### config.mk
export PLATFORM = sky130hd
export DESIGN_NAME = mmio_bridge
export DESIGN_NICKNAME = d
export VERILOG_FILES = /design/src/rtl/mmio_pkg.sv /design/src/rtl/uart_tx.sv /design/src/rtl/mmio_bridge.sv
export SDC_FILE = /design/constraint.sdc
export NUM_CORES = 1
export LEC_CHECK = 0
export CORE_ASPECT_RATIO = 0.6
export CORE_MARGIN = 10
export CORE_UTILIZATION = 55
export DETAILED_ROUTE_END_ITERATION = 12
export GPL_TIMING_DRIVEN = 0
export PLACE_DENSITY = 0.81
export REMOVE_ABC_BUFFERS = 1
export SLEW_MARGIN = 30
export SYNTH_ARGS = -nofsm -noshare
export SYNTH_HDL_FRONTEND = slang
export SYNTH_SLANG_ARGS = --single-unit
### constraint.sdc
create_clock -name clk -period 8.35 [get_ports clk]
set_input_delay 0.835 -clock clk [delete_from_list [all_inputs] [get_ports clk]]
set_output_delay 0.835 -clock clk [all_outputs]
set_load 0.02 [all_outputs]
### src/rtl/mmio_pkg.sv
// Shared definitions for the CPU data-port MMIO bridge: register word offsets,
// UART serializer states and UART_STATUS bit positions.
package mmio_pkg;

  // Word offsets within the MMIO page, compared against d_addr[7:1]
  localparam logic [6:0] UART_DATA   = 7'h00;
  localparam logic [6:0] UART_STATUS = 7'h01;
  localparam logic [6:0] LED         = 7'h02;
  localparam logic [6:0] CYCLE_LO    = 7'h03;
  localparam logic [6:0] CYCLE_HI    = 7'h04;

  localparam int ST_EMPTY   = 0;
  localparam int ST_FULL    = 1;
  localparam int ST_BUSY    = 2;
  localparam int ST_OVF     = 3;
  localparam int ST_CNT_LSB = 4;
  localparam int ST_CNT_W   = 4;

  typedef enum logic [1:0] {IDLE, START, DATA, STOP} uart_state_t;

  function automatic logic [ST_CNT_W-1:0] sat_count(input logic [7:0] n);
    return (n > 8'd15) ? 4'hF : n[ST_CNT_W-1:0];
  endfunction

endpackage

### src/rtl/uart_tx.sv
// Buffered 8N1 transmitter: FIFO feeding an LSB-first serializer, one frame every 10*CLK_DIV cycles.
// A push into a full FIFO is dropped (flagged on drop) unless a pop happens in the same cycle.
module uart_tx
  import mmio_pkg::*;
#(
  parameter int FIFO_DEPTH = 8,
  parameter int CLK_DIV    = 434
) (
  input  logic                                clk,
  input  logic                                rst,
  input  logic                                push,
  input  logic [7:0]                          push_data,
  output logic                                txd,
  output logic                                full,
  output logic                                empty,
  output logic [$clog2(FIFO_DEPTH+1)-1:0]     count,
  output logic                                busy,
  output logic                                drop
);

  localparam int AW = $clog2(FIFO_DEPTH);
  localparam int CW = $clog2(FIFO_DEPTH + 1);
  localparam int DW = (CLK_DIV > 1) ? $clog2(CLK_DIV) : 1;

  logic [7:0]    mem [FIFO_DEPTH];
  logic [AW-1:0] wr_ptr, rd_ptr;
  logic [CW-1:0] occ;
  uart_state_t   state;
  logic [DW-1:0] div_cnt;
  logic [2:0]    bit_idx;
  logic [7:0]    shift;
  logic          bit_end, pop, push_ok;

  assign full    = (occ == CW'(FIFO_DEPTH));
  assign empty   = (occ == '0);
  assign count   = occ;
  assign busy    = (state != IDLE);
  assign bit_end = (div_cnt == DW'(CLK_DIV - 1));
  // The end of a stop bit doubles as an idle slot, so queued bytes go out back-to-back
  assign pop     = !empty && ((state == IDLE) || (state == STOP && bit_end));
  assign push_ok = push && (!full || pop);
  assign drop    = push && !push_ok;

  always_ff @(posedge clk) begin
    if (push_ok) mem[wr_ptr] <= push_data;
  end

  always_ff @(posedge clk) begin
    if (rst) begin
      wr_ptr <= '0;
      rd_ptr <= '0;
      occ    <= '0;
    end else begin
      if (push_ok) wr_ptr <= wr_ptr + AW'(1);
      if (pop)     rd_ptr <= rd_ptr + AW'(1);
      case ({push_ok, pop})
        2'b10:   occ <= occ + CW'(1);
        2'b01:   occ <= occ - CW'(1);
        default: ;
      endcase
    end
  end

  always_ff @(posedge clk) begin
    if (rst) begin
      state   <= IDLE;
      div_cnt <= '0;
      bit_idx <= '0;
      shift   <= '0;
      txd     <= 1'b1;
    end else if (pop) begin
      state   <= START;
      shift   <= mem[rd_ptr];
      div_cnt <= '0;
      txd     <= 1'b0;
    end else begin
      case (state)
        IDLE: begin
          div_cnt <= '0;
          txd     <= 1'b1;
        end
        START: begin
          if (bit_end) begin
            state   <= DATA;
            div_cnt <= '0;
            bit_idx <= '0;
            txd     <= shift[0];
          end else begin
            div_cnt <= div_cnt + DW'(1);
          end
        end
        DATA: begin
          if (bit_end) begin
            div_cnt <= '0;
            if (bit_idx == 3'd7) begin
              state <= STOP;
              txd   <= 1'b1;
            end else begin
              bit_idx <= bit_idx + 3'd1;
              shift   <= {1'b0, shift[7:1]};
              txd     <= shift[1];
            end
          end else begin
            div_cnt <= div_cnt + DW'(1);
          end
        end
        STOP: begin
          if (bit_end) begin
            state   <= IDLE;
            div_cnt <= '0;
          end else begin
            div_cnt <= div_cnt + DW'(1);
          end
        end
      endcase
    end
  end

endmodule

### src/rtl/mmio_bridge.sv
// Splits CPU data accesses between RAM passthrough and a 256-byte MMIO page (UART, LEDs, cycle counter).
// Reads return combinationally in the access cycle; there is no backpressure, UART overflow is sticky.
module mmio_bridge
  import mmio_pkg::*;
#(
  parameter logic [15:0] MMIO_BASE  = 16'hFF00,
  parameter int          FIFO_DEPTH = 8,
  parameter int          CLK_DIV    = 434
) (
  input  logic        clk,
  input  logic        rst,
  input  logic [15:0] d_addr,
  input  logic        d_oe,
  input  logic [15:0] d_dout,
  input  logic [1:0]  d_we,
  output logic [15:0] d_din,
  output logic [15:0] ram_addr,
  output logic        ram_oe,
  output logic [15:0] ram_wdata,
  output logic [1:0]  ram_we,
  input  logic [15:0] ram_rdata,
  output logic        uart_txd,
  output logic [15:0] led
);

  localparam int CW = $clog2(FIFO_DEPTH + 1);

  logic          mmio, push, drop, cnt_clr, ovf_clr;
  logic          fifo_full, fifo_empty, tx_busy, overflow;
  logic [6:0]    word;
  logic [CW-1:0] fifo_count;
  logic [31:0]   counter;
  logic [15:0]   shadow, status, reg_rdata;

  assign mmio = (d_addr[15:8] == MMIO_BASE[15:8]);
  assign word = d_addr[7:1];

  assign ram_addr  = d_addr;
  assign ram_wdata = d_dout;
  assign ram_oe    = d_oe & ~mmio;
  assign ram_we    = mmio ? 2'b00 : d_we;
  assign d_din     = mmio ? reg_rdata : ram_rdata;

  // Byte-lane 1 carries d_dout[7:0], so only it can push or clear overflow
  assign push    = mmio && (word == UART_DATA) && d_we[1];
  assign ovf_clr = mmio && (word == UART_STATUS) && d_we[1] && d_dout[ST_OVF];
  assign cnt_clr = mmio && (|d_we) && ((word == CYCLE_LO) || (word == CYCLE_HI));

  uart_tx #(
    .FIFO_DEPTH (FIFO_DEPTH),
    .CLK_DIV    (CLK_DIV)
  ) u_uart_tx (
    .clk       (clk),
    .rst       (rst),
    .push      (push),
    .push_data (d_dout[7:0]),
    .txd       (uart_txd),
    .full      (fifo_full),
    .empty     (fifo_empty),
    .count     (fifo_count),
    .busy      (tx_busy),
    .drop      (drop)
  );

  always_comb begin
    status                                = '0;
    status[ST_EMPTY]                      = fifo_empty;
    status[ST_FULL]                       = fifo_full;
    status[ST_BUSY]                       = tx_busy;
    status[ST_OVF]                        = overflow;
    status[ST_CNT_LSB +: ST_CNT_W]        = sat_count(8'(fifo_count));
  end

  always_comb begin
    reg_rdata = '0;
    case (word)
      UART_STATUS: reg_rdata = status;
      LED:         reg_rdata = led;
      CYCLE_LO:    reg_rdata = counter[15:0];
      CYCLE_HI:    reg_rdata = shadow;
      default:     ;
    endcase
  end

  always_ff @(posedge clk) begin
    if (rst) begin
      led      <= '0;
      counter  <= '0;
      shadow   <= '0;
      overflow <= 1'b0;
    end else begin
      if (mmio && (word == LED)) begin
        if (d_we[0]) led[15:8] <= d_dout[15:8];
        if (d_we[1]) led[7:0]  <= d_dout[7:0];
      end
      // Reading the low half freezes the high half so a LO-then-HI pair cannot tear
      if (mmio && (word == CYCLE_LO) && d_oe) shadow <= counter[31:16];
      counter <= cnt_clr ? '0 : counter + 32'd1;
      if (drop)         overflow <= 1'b1;
      else if (ovf_clr) overflow <= 1'b0;
    end
  end

endmodule

# ---- Word level (Yosys, flattened, before mapping)
# Memory sizes are Yosys's and may differ from the RTL's. A register that Yosys moved wholly into a read port is not among the register bits.
# Index checks and enable logic that the tools add are counted.
dict set report classes {
  add_sub_neg 7
  n_eq_ne 23
  n_mux 31
  bitwise 3
  n_reduce_logical 43
}
# cell n
set op_table {}
lappend op_table {{case mux 16 bit (4 select lines)} 1}
lappend op_table {{adder 32 x 1 -> 32 bit (second input constant)} 1}
lappend op_table {{two-way mux 8 bit} 4}
lappend op_table {{case mux 9 bit (2 select lines)} 1}
lappend op_table {{two-way mux 16 bit} 1}
lappend op_table {{two-way mux 3 bit} 5}
lappend op_table {{AND reduction 5 bit} 3}
lappend op_table {{equality test 7 x 2 -> 1 bit (second input constant)} 2}
lappend op_table {{logical AND 1 bit} 14}
lappend op_table {{inequality test 3 x 1 -> 1 bit (second input constant)} 4}
lappend op_table {{nonzero test 2 bit} 6}
lappend op_table {{two-way mux 2 bit} 5}
lappend op_table {{inequality test 2 x 1 -> 1 bit (second input constant)} 5}
lappend op_table {{adder 3 x 1 -> 3 bit (second input constant)} 3}
lappend op_table {{adder 9 x 1 -> 9 bit (second input constant)} 1}
lappend op_table {{equality test 9 bit (second input constant)} 1}
lappend op_table {{two-way mux 1 bit} 9}
lappend op_table {{two-way mux 9 bit} 1}
lappend op_table {{equality test 8 bit (second input constant)} 1}
lappend op_table {{case mux 4 bit (2 select lines)} 1}
lappend op_table {{nonzero test 4 bit} 2}
lappend op_table {{equality test 7 x 1 -> 1 bit (second input constant)} 1}
lappend op_table {{equality test 7 x 3 -> 1 bit (second input constant)} 1}
lappend op_table {{logical NOT 7 bit} 1}
lappend op_table {{21 further kinds} 33}
dict set report word_totals {
  reg_bits 98
  ramBits 64
  input_bits 53
  output_inout_bits 68
  elab_cells 122
  mem_count 1
}
# name words word_bits rd rd_ports_with_merged_regs wr line
set mem_list {}
lappend mem_list {u_uart_tx.mem 8 8 1 1 1 uart_tx.sv:25} ;# logic [7:0] mem [FIFO_DEPTH];

# ---- Logic depth before layout (Yosys ltp)
dict set report depth {
  ltp_word 9
  depth_mapped 13
  ltp_nobuf 12
}

# ---- Cells and area by module
# A second synthesis with hierarchy kept.
dict set report hier_totals {
  cells_unflattened 775
  hier_area_um2 8067.7
}
# module n_inst cells_per_inst area_each_um2 seq_area_each_um2
set modules_own_cells {}
lappend modules_own_cells {uart_tx 1 313 4344.2 2642.5}
lappend modules_own_cells {mmio_bridge 1 462 3723.6 1301.2}

# ---- Least setup slack after synthesis
# OpenSTA, ideal clock, no wires.
dict set report synth_path {
  path_kind {input port to flip-flop}
  from {input d_addr[4]}
  to {memory u_uart_tx.mem[2][0] (enable)}
  setup_time_ns 0.398
  t_arrival_ns 3.427
  required_ns 7.952
  path_slack_ns 4.525
  cell_stages 6
  n_path_buf 2
  path_cell_list {or4_1 > buf_4 > or3_1 > or4_1 > buf_2 > nor4b_1}
}
dict set report synth_via {
  elab_chain_len 6
}
# element line
set synth_lines {}
lappend synth_lines {{start: declaration} mmio_bridge.sv:12} ;# input logic [15:0] d_addr,
lappend synth_lines {{logical NOT 7 bit} mmio_bridge.sv:45} ;# assign push = mmio && (word == UART_DATA) && d_we[1];
lappend synth_lines {{logical AND 1 bit (2 in series)} mmio_bridge.sv:45}
lappend synth_lines {{logical AND 1 bit} uart_tx.sv:41} ;# assign push_ok = push && (!full || pop);
lappend synth_lines {{two-way mux 1 bit} uart_tx.sv:45} ;# if (push_ok) mem[wr_ptr] <= push_data;
lappend synth_lines {{two-way mux 1 bit (implied by the code)} uart_tx.sv:45}
lappend synth_lines {{end: declaration} uart_tx.sv:25}
# No other way between the ends.

# ---- Worst setup path in the final report
dict set report layout_path {
  from {input d_addr[4]}
  to {output d_din[6]}
}
dict set report layout_via {
  elab_chain_len 3
  word_cells_on_any_way 6
  cone_classes {4 x eq/ne; 2 x mux}
}
# element line
set layout_lines {}
lappend layout_lines {{equality test 7 x 3 -> 1 bit (tied with other cells)} mmio_bridge.sv:76} ;# case (word)
lappend layout_lines {{case mux 16 bit (4 select lines) *} mmio_bridge.sv:76}
lappend layout_lines {{two-way mux 16 bit *} mmio_bridge.sv:42} ;# assign d_din = mmio ? reg_rdata : ram_rdata;
lappend layout_lines {{end: declaration} mmio_bridge.sv:16} ;# output logic [15:0] d_din,
# Mark *: on every way between the ends. The rest lies on a longest branch, timed or not.

==> results.json <==
{
  "status": "complete, no violations",
  "setup_viol": 0,
  "final_nets": 893,
  "fin_hold_ws_ps": 454,
  "synth_area_leaders": "dfxtp_1 (26%), edfxtp_1 (24%), nor2_1 (4.8%), mux4_2 (4.6%), mux2i_1 (3.2%)",
  "cts_resized": 0,
  "ctsLongestPathBuffers": 2,
  "cts.sink_count": 165,
  "core_area_um2": 13800,
  "sw_frac_of_total": 0.330,
  "p_switching_mw": 0.744,
  "fin_crit_ps": 4790,
  "totalNegativeSetupSlack_ps": 0,
  "grt_pass1_wl_mm": 34.0,
  "rows": 33,
  "drt-pass1-iter-count": 5,
  "vias": 6227,
  "start_util": 0.569,
  "cts.htree.levels": 4,
  "crit_path_frequent_cell": "clkdlybuf4s50_1",
  "internal-power_mw": 1.51,
  "drv_slew": 0,
  "numCtsBuffers": 17,
  "place_ws_ps": 3580,
  "path_max_fanout": 10,
  "dieWidth_um": 174,
  "wl_met3_mm": 2.36,
  "vias_per_cell": 6.05,
  "critPathMaxStageDelay_ps": 800,
  "share_seq_of_total_power": 0.415,
  "cp_num_buf_inv": 2,
  "synth_largest_area_cell": "dfxtp_1",
  "worst_hold_path_type": "reg2reg",
  "yosys.cell_types.count": 63,
  "fin_crit_sh": 0.574,
  "boundaryPins": 121,
  "routed_wl_mm": 21.3,
  "share_comb_of_total_power": 0.221,
  "synth-main-ff-cell": "dfxtp_1",
  "clockPowerShare": 0.364,
  "cts_tree": "built",
  "drc": 0,
  "max_freq_mhz": 209,
  "root_buffer": "clkbuf_16",
  "ys_seq_area_frac": 0.501,
  "synth_area_per_cell_um2": 10.4,
  "maxSlewHeadroom": 0.378,
  "synth_seq_cells": 165,
  "worst-slew-pin-transition_ps": 928,
  "clock_latency_ps": 440,
  "setup_ws_ps": 3560,
  "power.total_mw": 2.26,
  "grt_max_degree": 73,
  "yosysWarnings": 0,
  "dieArea_um2": 19700,
  "finClkSkew_ps": 11.7,
  "track_usage": 0.216,
  "grt_pass1_vias": 6170,
  "async_flop_share": 0,
  "startpoint_type": "primary input",
  "layout-drive-gt1-share": 0.110,
  "place_hpwl_mm": 15.0,
  "cap_violations": 0,
  "synth_edf_count": 64,
  "place_congestion": 0.981,
  "yosysTopAreaCellShare": 0.257,
  "ir_drop_mv": 0.138,
  "crit_type": "in2out",
  "ant_nets": 0,
  "top_layer_used": "met4",
  "wl_met1_mm": 9.31,
  "postSynthCellCount": 759,
  "diodes": 0,
  "p_leak_nw": 3.35,
  "wl_met2_mm": 9.29,
  "path_clk_slew_ps": 80,
  "io_buffers": 118,
  "slowest_stage": "or4_1",
  "path_cells": "clkdlybuf4s50_1, or4_1, nor3_2, a222oi_1, a21oi_1, clkdlybuf4s50_1",
  "wire_per_inst_um": 20.7,
  "post_cts_buffers": 0,
  "overflow": 0,
  "area_growth_pct": 22.1,
  "setup.worst_path.end_class": "primary output",
  "crit_required_ps": 7520,
  "arrival_ps": 3950,
  "drt_iter0_markers": 684,
  "rsz0062_at_grt": "false",
  "power.density_nw_per_um2": 235,
  "postCtsHoldBufs": 0,
  "antenna_found_initial": 0,
  "die_h_um": 113,
  "critical-path-top-delay-family": "simple AND/OR/NAND/NOR gates",
  "synth.cell_area_um2": 7880,
  "finalHoldViolCount": 0
}
[worst paths after layout]
kind,to,depth (start not counted),slack [ps],startpoint
worst min register to register,shadow[12],2,450,shadow[12]
worst min-delay path,shadow[12],2,450,shadow[12]
worst max register to register,u_uart_tx.count[2],10,4830,u_uart_tx.div_cnt[3]
worst max-delay path,d_din[6],6,3560,d_addr[4]
[stage by stage]
step / instances / utilization / instance area, um^2
after floorplan: 682 / - / 7460
after global placement: 992 / 0.642 / 8880
after detailed placement: 997 / 0.650 / 8990
after CTS: 1029 / 0.695 / 9610
after global routing: 1029 / 0.695 / 9610
final: 1029 / 0.695 / 9610
[cells in the mapped netlist, drive strengths merged (13+ instances only)]
library cell,count
a211oi,16
a21oi,37
buf,43
clkbuf,34
dfxtp,101
edfxtp,64
ha,15
mux2i,25
mux4,16
nand2,65
nand3,21
nand4,13
nor2,101
nor3,13
xnor2,16
xor2,20
[placed cells by master (no fill, tap or decap), drive strengths merged, types with 8 or more instances in the layout]
master,Yosys,routed
ha,15,15
a221oi,12,12
mux4,16,16
nand2,65,65
xor2,20,20
nor2b,11,11
a21oi,37,37
nor4,9,9
edfxtp,64,64
and3,12,12
mux2i,25,25
inv,12,23
nor2,101,101
xnor2,16,16
or4,8,8
a211oi,16,16
nand3,21,21
clkdlybuf4s50,0,116
nand4,13,13
dfxtp,101,101
nor3,13,13
mux2,12,12
clkbuf,34,17
[layer usage]
layer  GRT usage  vias up
li1            -     2837
met1       0.293     3018
met2       0.321      337
met3      0.0687       35
met4      0.0748        0
met5           0        -
[cell type report]
type,instances,area [um^2]
Multi-Input combinational cell,505,3530
Clock inverter,15,199
Timing Repair Buffer,123,1230
Sequential cell,165,3950
Tap cell,192,240
Fill cell,964,4220
Inverter,12,45.0
Clock buffer,17,425
[worst min-delay path: stages (launching register included)]
cell     delay (ps)
dfxtp_1         320
nand2_1          50
a21oi_1          50
[cell families after synthesis]
kind of cell,Yosys count,synth area share
and+or+nand+nor,298,0.192
DFF,165,0.501
AOI/OAI and AO/OA,102,0.0872
buffers and inverters,89,0.0591
muxes,53,0.0947
xor gates and xnor gates,36,0.0400
adders and majority gates,16,0.0264
[power by group through the flow]
| stage | Sequential, mW | Combinational (mW) | Clock, mW |
|---|---|---|---|
| floorplan | 0.936 | 0.306 | 0 |
| finish | 0.936 | 0.499 | 0.821 |
| detailed placement | 0.954 | 0.481 | 0 |
| CTS | 0.936 | 0.493 | 0.827 |
| global placement | 0.948 | 0.458 | 0 |
| global route | 0.946 | 0.541 | 0.859 |
[state kept, by name, indices dropped and copies added, names as in the netlist, named ones only]
name,cells
u_uart_tx.mem,64
counter,32
led,16
shadow,16
u_uart_tx.div_cnt,9
u_uart_tx.shift,8
u_uart_tx.count,4
u_uart_tx.bit_idx,3
u_uart_tx.rd_ptr,3
u_uart_tx.wr_ptr,3
u_uart_tx.state,2
overflow,1
u_uart_tx.txd,1
No activity file was read; power rests on OpenSTA's default activity.
==> patch 1, RTL diff (same settings) <==
Reset style: asynchronous (`rst`), changed in 3 clocked blocks.
--- a/src/rtl/uart_tx.sv
+++ b/src/rtl/uart_tx.sv
@@ -45,7 +45,7 @@
     if (push_ok) mem[wr_ptr] <= push_data;
   end
 
-  always_ff @(posedge clk) begin
+  always_ff @(posedge clk or posedge rst) begin
     if (rst) begin
       wr_ptr <= '0;
       rd_ptr <= '0;
@@ -61,7 +61,7 @@
     end
   end
 
-  always_ff @(posedge clk) begin
+  always_ff @(posedge clk or posedge rst) begin
     if (rst) begin
       state   <= IDLE;
       div_cnt <= '0;
--- a/src/rtl/mmio_bridge.sv
+++ b/src/rtl/mmio_bridge.sv
@@ -82,7 +82,7 @@
     endcase
   end
 
-  always_ff @(posedge clk) begin
+  always_ff @(posedge clk or posedge rst) begin
     if (rst) begin
       led      <= '0;
       counter  <= '0;
Function: differs if rst is asserted again (counterexample within 4 cycles, from zero or initial values and one cycle with rst high); with rst held inactive, the same outputs for 10 cycles.
==> patch 1 against the unedited design <==
Maximum frequency is 2.6% lower; critical endpoint is now d_din[8]; area after synthesis grew 2.6%; die area rose by 2.2%; highest routed layer unchanged; sequential cell count down 3; setup slack got worse by 0.13 ns; hold slack improved by 0.052 ns; utilization down 1.9 points; routed wire length decreased by 1.6%; final area rose by 1.4%.
Power is not compared: it rests on default switching activity, and its combinational part moved more than twofold at a synthesized area within 25%.
==> patch 1: results (changes against the unedited design) <==
Hold path
  – Hold crit path type: reg -> reg
  – Hold Path End: u_uart_tx.div_cnt[0]$_DFF_PP0_
  – Worst hold path cell count: 1 (-1)
  – Hold Crit Start: u_uart_tx.div_cnt[0]$_DFF_PP0_

Setup path
  – Worst Setup EP: d_din[8]
  – CP peak stage delay: 0.90 ns (+0.10 ns)
  – CP Max Fanout: 23 (+13)
  – Slowest CP cell: clkdlybuf4s50_1
  – Data arrival, critical path: 4.08 ns (+0.13 ns)
  – Critical path's top delay family: buffers and inverters
  – Crit path from: d_addr[1]
  – R2R depth: 13 (+3)
  – Reg2reg start: u_uart_tx.state[0]$_DFFE_PP0P_
  – Reg2reg setup slack: 5.23 ns (+0.40 ns)
  – Reg2Reg Capture Point: u_uart_tx.count[3]$_DFFE_PP0P_

Power
  – Clock Power: 0.000739 W
  – PwrDens: 177.7 nW/um^2

Synth
  – FFs w/ async S/R, synth: 0.6049 (+0.6049)
  – Synth cell count leaders: dfrtp_1 (97), nor2_1 (74), edfxtp_1 (64)
  – Count leader, synth: dfrtp_1
  – Top cell type's share of synthesized area: 0.3004 (+0.04364)
  – Sequential share of the synthesized area: 0.5414 (+0.04070)
  – Synth area leader: dfrtp_1
  – Largest cells by area after synthesis: dfrtp_1 (30%), edfxtp_1 (24%), mux4_2 (4.5%)
  – Syn Area/Cell: 11.97 sq um (+15%)

GRT
  – GRT Total Usage: 0.2113 (-0.004750)
  – Pin count of the biggest net entering global routing: 66 (-9.6%)
  – First-pass GRT wire length: 33040 microns (-2.8%)
  – Vias in the first global route: 5690 (-7.8%)

Clocking
  – H-tree levels: 4 (unchanged)

Status
  – Status: complete, no violations

Placement
  – Detailed Place HPWL: 15220 microns (+1.2%)
  – Placer Congestion: 0.9048 (-7.7%)
  – Cells after DPL: 934 (-6.3%)

Layout
  – # fillers: 997 (+3.4%)
  – Share of cells above drive strength 1: 0.1458 (+0.03592)
  – Post-Layout Cell Count: 966 (-6.1%)
  – Net count, final: 824 (-7.7%)

Detailed routing
  – DRT iter0 DRCs: 672 (-1.8%)
  – Vias per cell: 5.873 (-3.0%)
  – Wire per inst: 21.73 microns (+4.8%)

Timing
  – Clk_skew: 0.01384 ns (+0.002174 ns)
  – Worst hold slack: 0.5061 ns (+0.05220 ns)
  – Slew headroom: 0.3093 (-0.06903)
patch 1: cell types whose count changed after synthesis, sizes merged, moves of 17 or more:
| cell | unedited run | this run |
|---|---|---|
| clkbuf | 34 | 14 |
| dfxtp | 101 | 0 |
| nand2 | 65 | 48 |
| dfrtp | 0 | 97 |
| nor2 | 101 | 74 |
| mux2 | 12 | 42 |
| o21ai | 5 | 28 |
patch 1: cell type report:
cell class | instances | area share
flip-flops and latches | 162 | 0.4492
multi-input cells | 437 | 0.3359
repair buffers | 120 | 0.1248
clock buffers | 21 | 0.04841
well taps | 198 | 0.02542
clock inverters | 11 | 0.009245
inverters | 17 | 0.007062
patch 1: worst register-to-register path, stage by stage, from the launching register on:
cell and delay (ns):
dfrtp_1 0.40, inv_1 0.17, ha_1 0.37, inv_1 0.13
o41a_1 0.20, nor2_1 0.38, nand2_1 0.17, inv_1 0.15
ha_1 0.26, a21o_1 0.19, a21oi_1 0.17, nand3b_1 0.13
a2bb2oi_1 0.20, xnor2_1 0.14
patch 1: logic make-up after synthesis:
group,share of synthesized area
compound gates,0.06750
simple gates,0.1401
flops,0.5414
buf+inv,0.05527
xor+xnor,0.04335
fa+ha+maj,0.02570
mux,0.1266
patch 1: stage by stage:
stage                       util  setup slack, ns  cell area (sq um)
final                     0.6757            3.434               9744
after global routing      0.6757            3.187               9744
after CTS                 0.6754            3.503               9741
after detailed placement  0.6365            3.519               9179
after global placement    0.6329            2.883               9128
after floorplan                -            4.919               7699
patch 1: per-layer routing:
metal,GRT usage,part of all wire,vias to the layer above
met1,0.2965,0.44,2861
met2,0.3298,0.47,231
met3,0.04620,0.081,24
li1,-,-,2557
met5,0,0,-
met4,0.04796,0.0079,0
==> patch 2, RTL diff (same settings) <==
Without the edit above. `FIFO_DEPTH` is set to 8 in 2 places; all go to 16.
--- a/src/rtl/uart_tx.sv
+++ b/src/rtl/uart_tx.sv
@@ -3,7 +3,7 @@
 module uart_tx
   import mmio_pkg::*;
 #(
-  parameter int FIFO_DEPTH = 8,
+  parameter int FIFO_DEPTH = 16,
   parameter int CLK_DIV    = 434
 ) (
   input  logic                                clk,
--- a/src/rtl/mmio_bridge.sv
+++ b/src/rtl/mmio_bridge.sv
@@ -4,7 +4,7 @@
   import mmio_pkg::*;
 #(
   parameter logic [15:0] MMIO_BASE  = 16'hFF00,
-  parameter int          FIFO_DEPTH = 8,
+  parameter int          FIFO_DEPTH = 16,
   parameter int          CLK_DIV    = 434
 ) (
   input  logic        clk,
Behaviour: same outputs for any inputs over 4 cycles, from zero or initial values and one cycle with rst high; that may be too few to reach the edited logic, so the function may still have changed.
==> patch 2 against the unedited design <==
Setup slack improved by 0.12 ns; final area is 30% higher; total power is 36% higher; sequential share of layout area increased by 6.7 points; sequential cell count increased by 68; routed wire length up 22%; synthesized cell count grew 19%; critical path depth increased by 1; sequential power grew 42%; area after synthesis up 35%; critical endpoint is now d_din[0]; largest cell class unchanged.
==> patch 2: results (changes against the unedited design) <==
Synth
  – Synth cell count leaders: edfxtp_1 (128), dfxtp_1 (105), nor2_1 (81)
  – EDFF count, synth: 128 (+100%)
  – Largest cells by area after synthesis: edfxtp_1 (36%), dfxtp_1 (20%), mux4_2 (5.5%)
  – Sequential share of the synthesized area: 0.5597 (+0.05894)
  – Netlist cell types: 70 (+11%)

Layout
  – Share of cells above drive strength 1: 0.1071 (-0.002774)
  – # fillers: 1397 (+45%)
  – Net count, final: 1038 (+16%)
  – Biggest regs: u_uart_tx.mem x128, counter x32

Detailed routing
  – Vias after detailed routing: 7431 (+19%)
  – Drt total wl: 26100 microns (+22%)
  – DRT iter0 DRCs: 946 (+38%)

Clocking
  – Clock latency on the worst-skew pair: 0.51 ns (+0.07 ns)
  – Post-CTS Resized: 0 (unchanged)
  – Clk slew on worst S/H paths: 0.06 ns (-0.02 ns)
  – Num CTS Buffers: 21 (+4)
  – Longest Clk Path Bufs: 3 (+1)
  – H-tree levels: 1 (-3)

Setup path
  – CP peak stage delay: 0.72 ns (-0.08 ns)
  – CP Max Fanout: 18 (+8)
  – Data arrival, critical path: 3.83 ns (-0.12 ns)
  – Slowest CP cell: and4b_1

Placement
  – Placer Congestion: 0.8909 (-9.2%)
  – Detailed Place HPWL: 18080 microns (+20%)

Power
  – Worst vdd ir: 167.8 uV (+22%)
  – Leakage power: 4.163 nW (+24%)

GRT
  – First-pass GRT wire length: 40570 microns (+19%)
  – Pin count of the biggest net entering global routing: 65 (-11%)
  – Vias in the first global route: 7166 (+16%)
  – GRT Total Usage: 0.2003 (-0.01568)

Timing
  – Worst Max-Slew Pin Slew: 0.9750 ns (+0.04752 ns)
  – Clk_skew: 0.01895 ns (+0.007278 ns)

Status
  – Status: complete, no violations
[patch 2: path summary, 6_finish.rpt]
check / startpoint / to / slack (ns) / cells after the start
worst max-delay path: d_addr[4] / d_din[0] / 3.68 / 7
worst min-delay path: shadow[4]$_SDFFE_PP0P_ / shadow[4]$_SDFFE_PP0P_ / 0.46 / 2
worst max register to register: u_uart_tx.div_cnt[0]$_SDFF_PP0_ / u_uart_tx.count[4]$_SDFFE_PP0P_ / 5.27 / 12
worst min register to register: shadow[4]$_SDFFE_PP0P_ / shadow[4]$_SDFFE_PP0P_ / 0.46 / 2
[patch 2: cell type report]
cell class,instances,area share
inverters,20,0.006026
flip-flops and latches,233,0.4778
clock buffers,25,0.04499
clock inverters,13,0.01286
well taps,246,0.02471
repair buffers,119,0.09682
multi-input cells,570,0.3368
[patch 2: through the flow]
| step | cells | setup slack, ns | cell area [sq um] |
|---|---|---|---|
| finish | 1226 | 3.682 | 12460 |
| global route | 1226 | 3.550 | 12460 |
| CTS | 1226 | 3.516 | 12440 |
| detailed placement | 1188 | 3.524 | 11720 |
| global placement | 1187 | 3.333 | 11650 |
| floorplan | 823 | 5.016 | 10160 |
[patch 2: logic make-up after synthesis]
| family | after synthesis | synth area share |
|---|---|---|
| and+or+nand+nor | 283 | 0.1354 |
| DFF | 233 | 0.5597 |
| AOI/OAI and AO/OA | 156 | 0.09916 |
| buffers and inverters | 98 | 0.05041 |
| muxes | 74 | 0.1006 |
| xor gates and xnor gates | 37 | 0.03050 |
| adders and majority gates | 20 | 0.02426 |
[patch 2: where the power goes]
| part | internal, W | switching (W) |
|---|---|---|
| clock | 0.000578 | 0.000430 |
| sequential | 0.00125 | 0.0000753 |
| combinational | 0.000336 | 0.000396 |
[patch 2: layer usage]
metal / track usage / share of wire
met5: 0 / 0
met4: 0.03679 / 0.014
met3: 0.05139 / 0.095
met2: 0.2863 / 0.43
met1: 0.3010 / 0.46
[patch 2: worst min-delay path, cell delays in order, from the launching register on]
cell	delay [ns]
dfxtp_1	0.31
nand2_1	0.05
a21oi_1	0.05
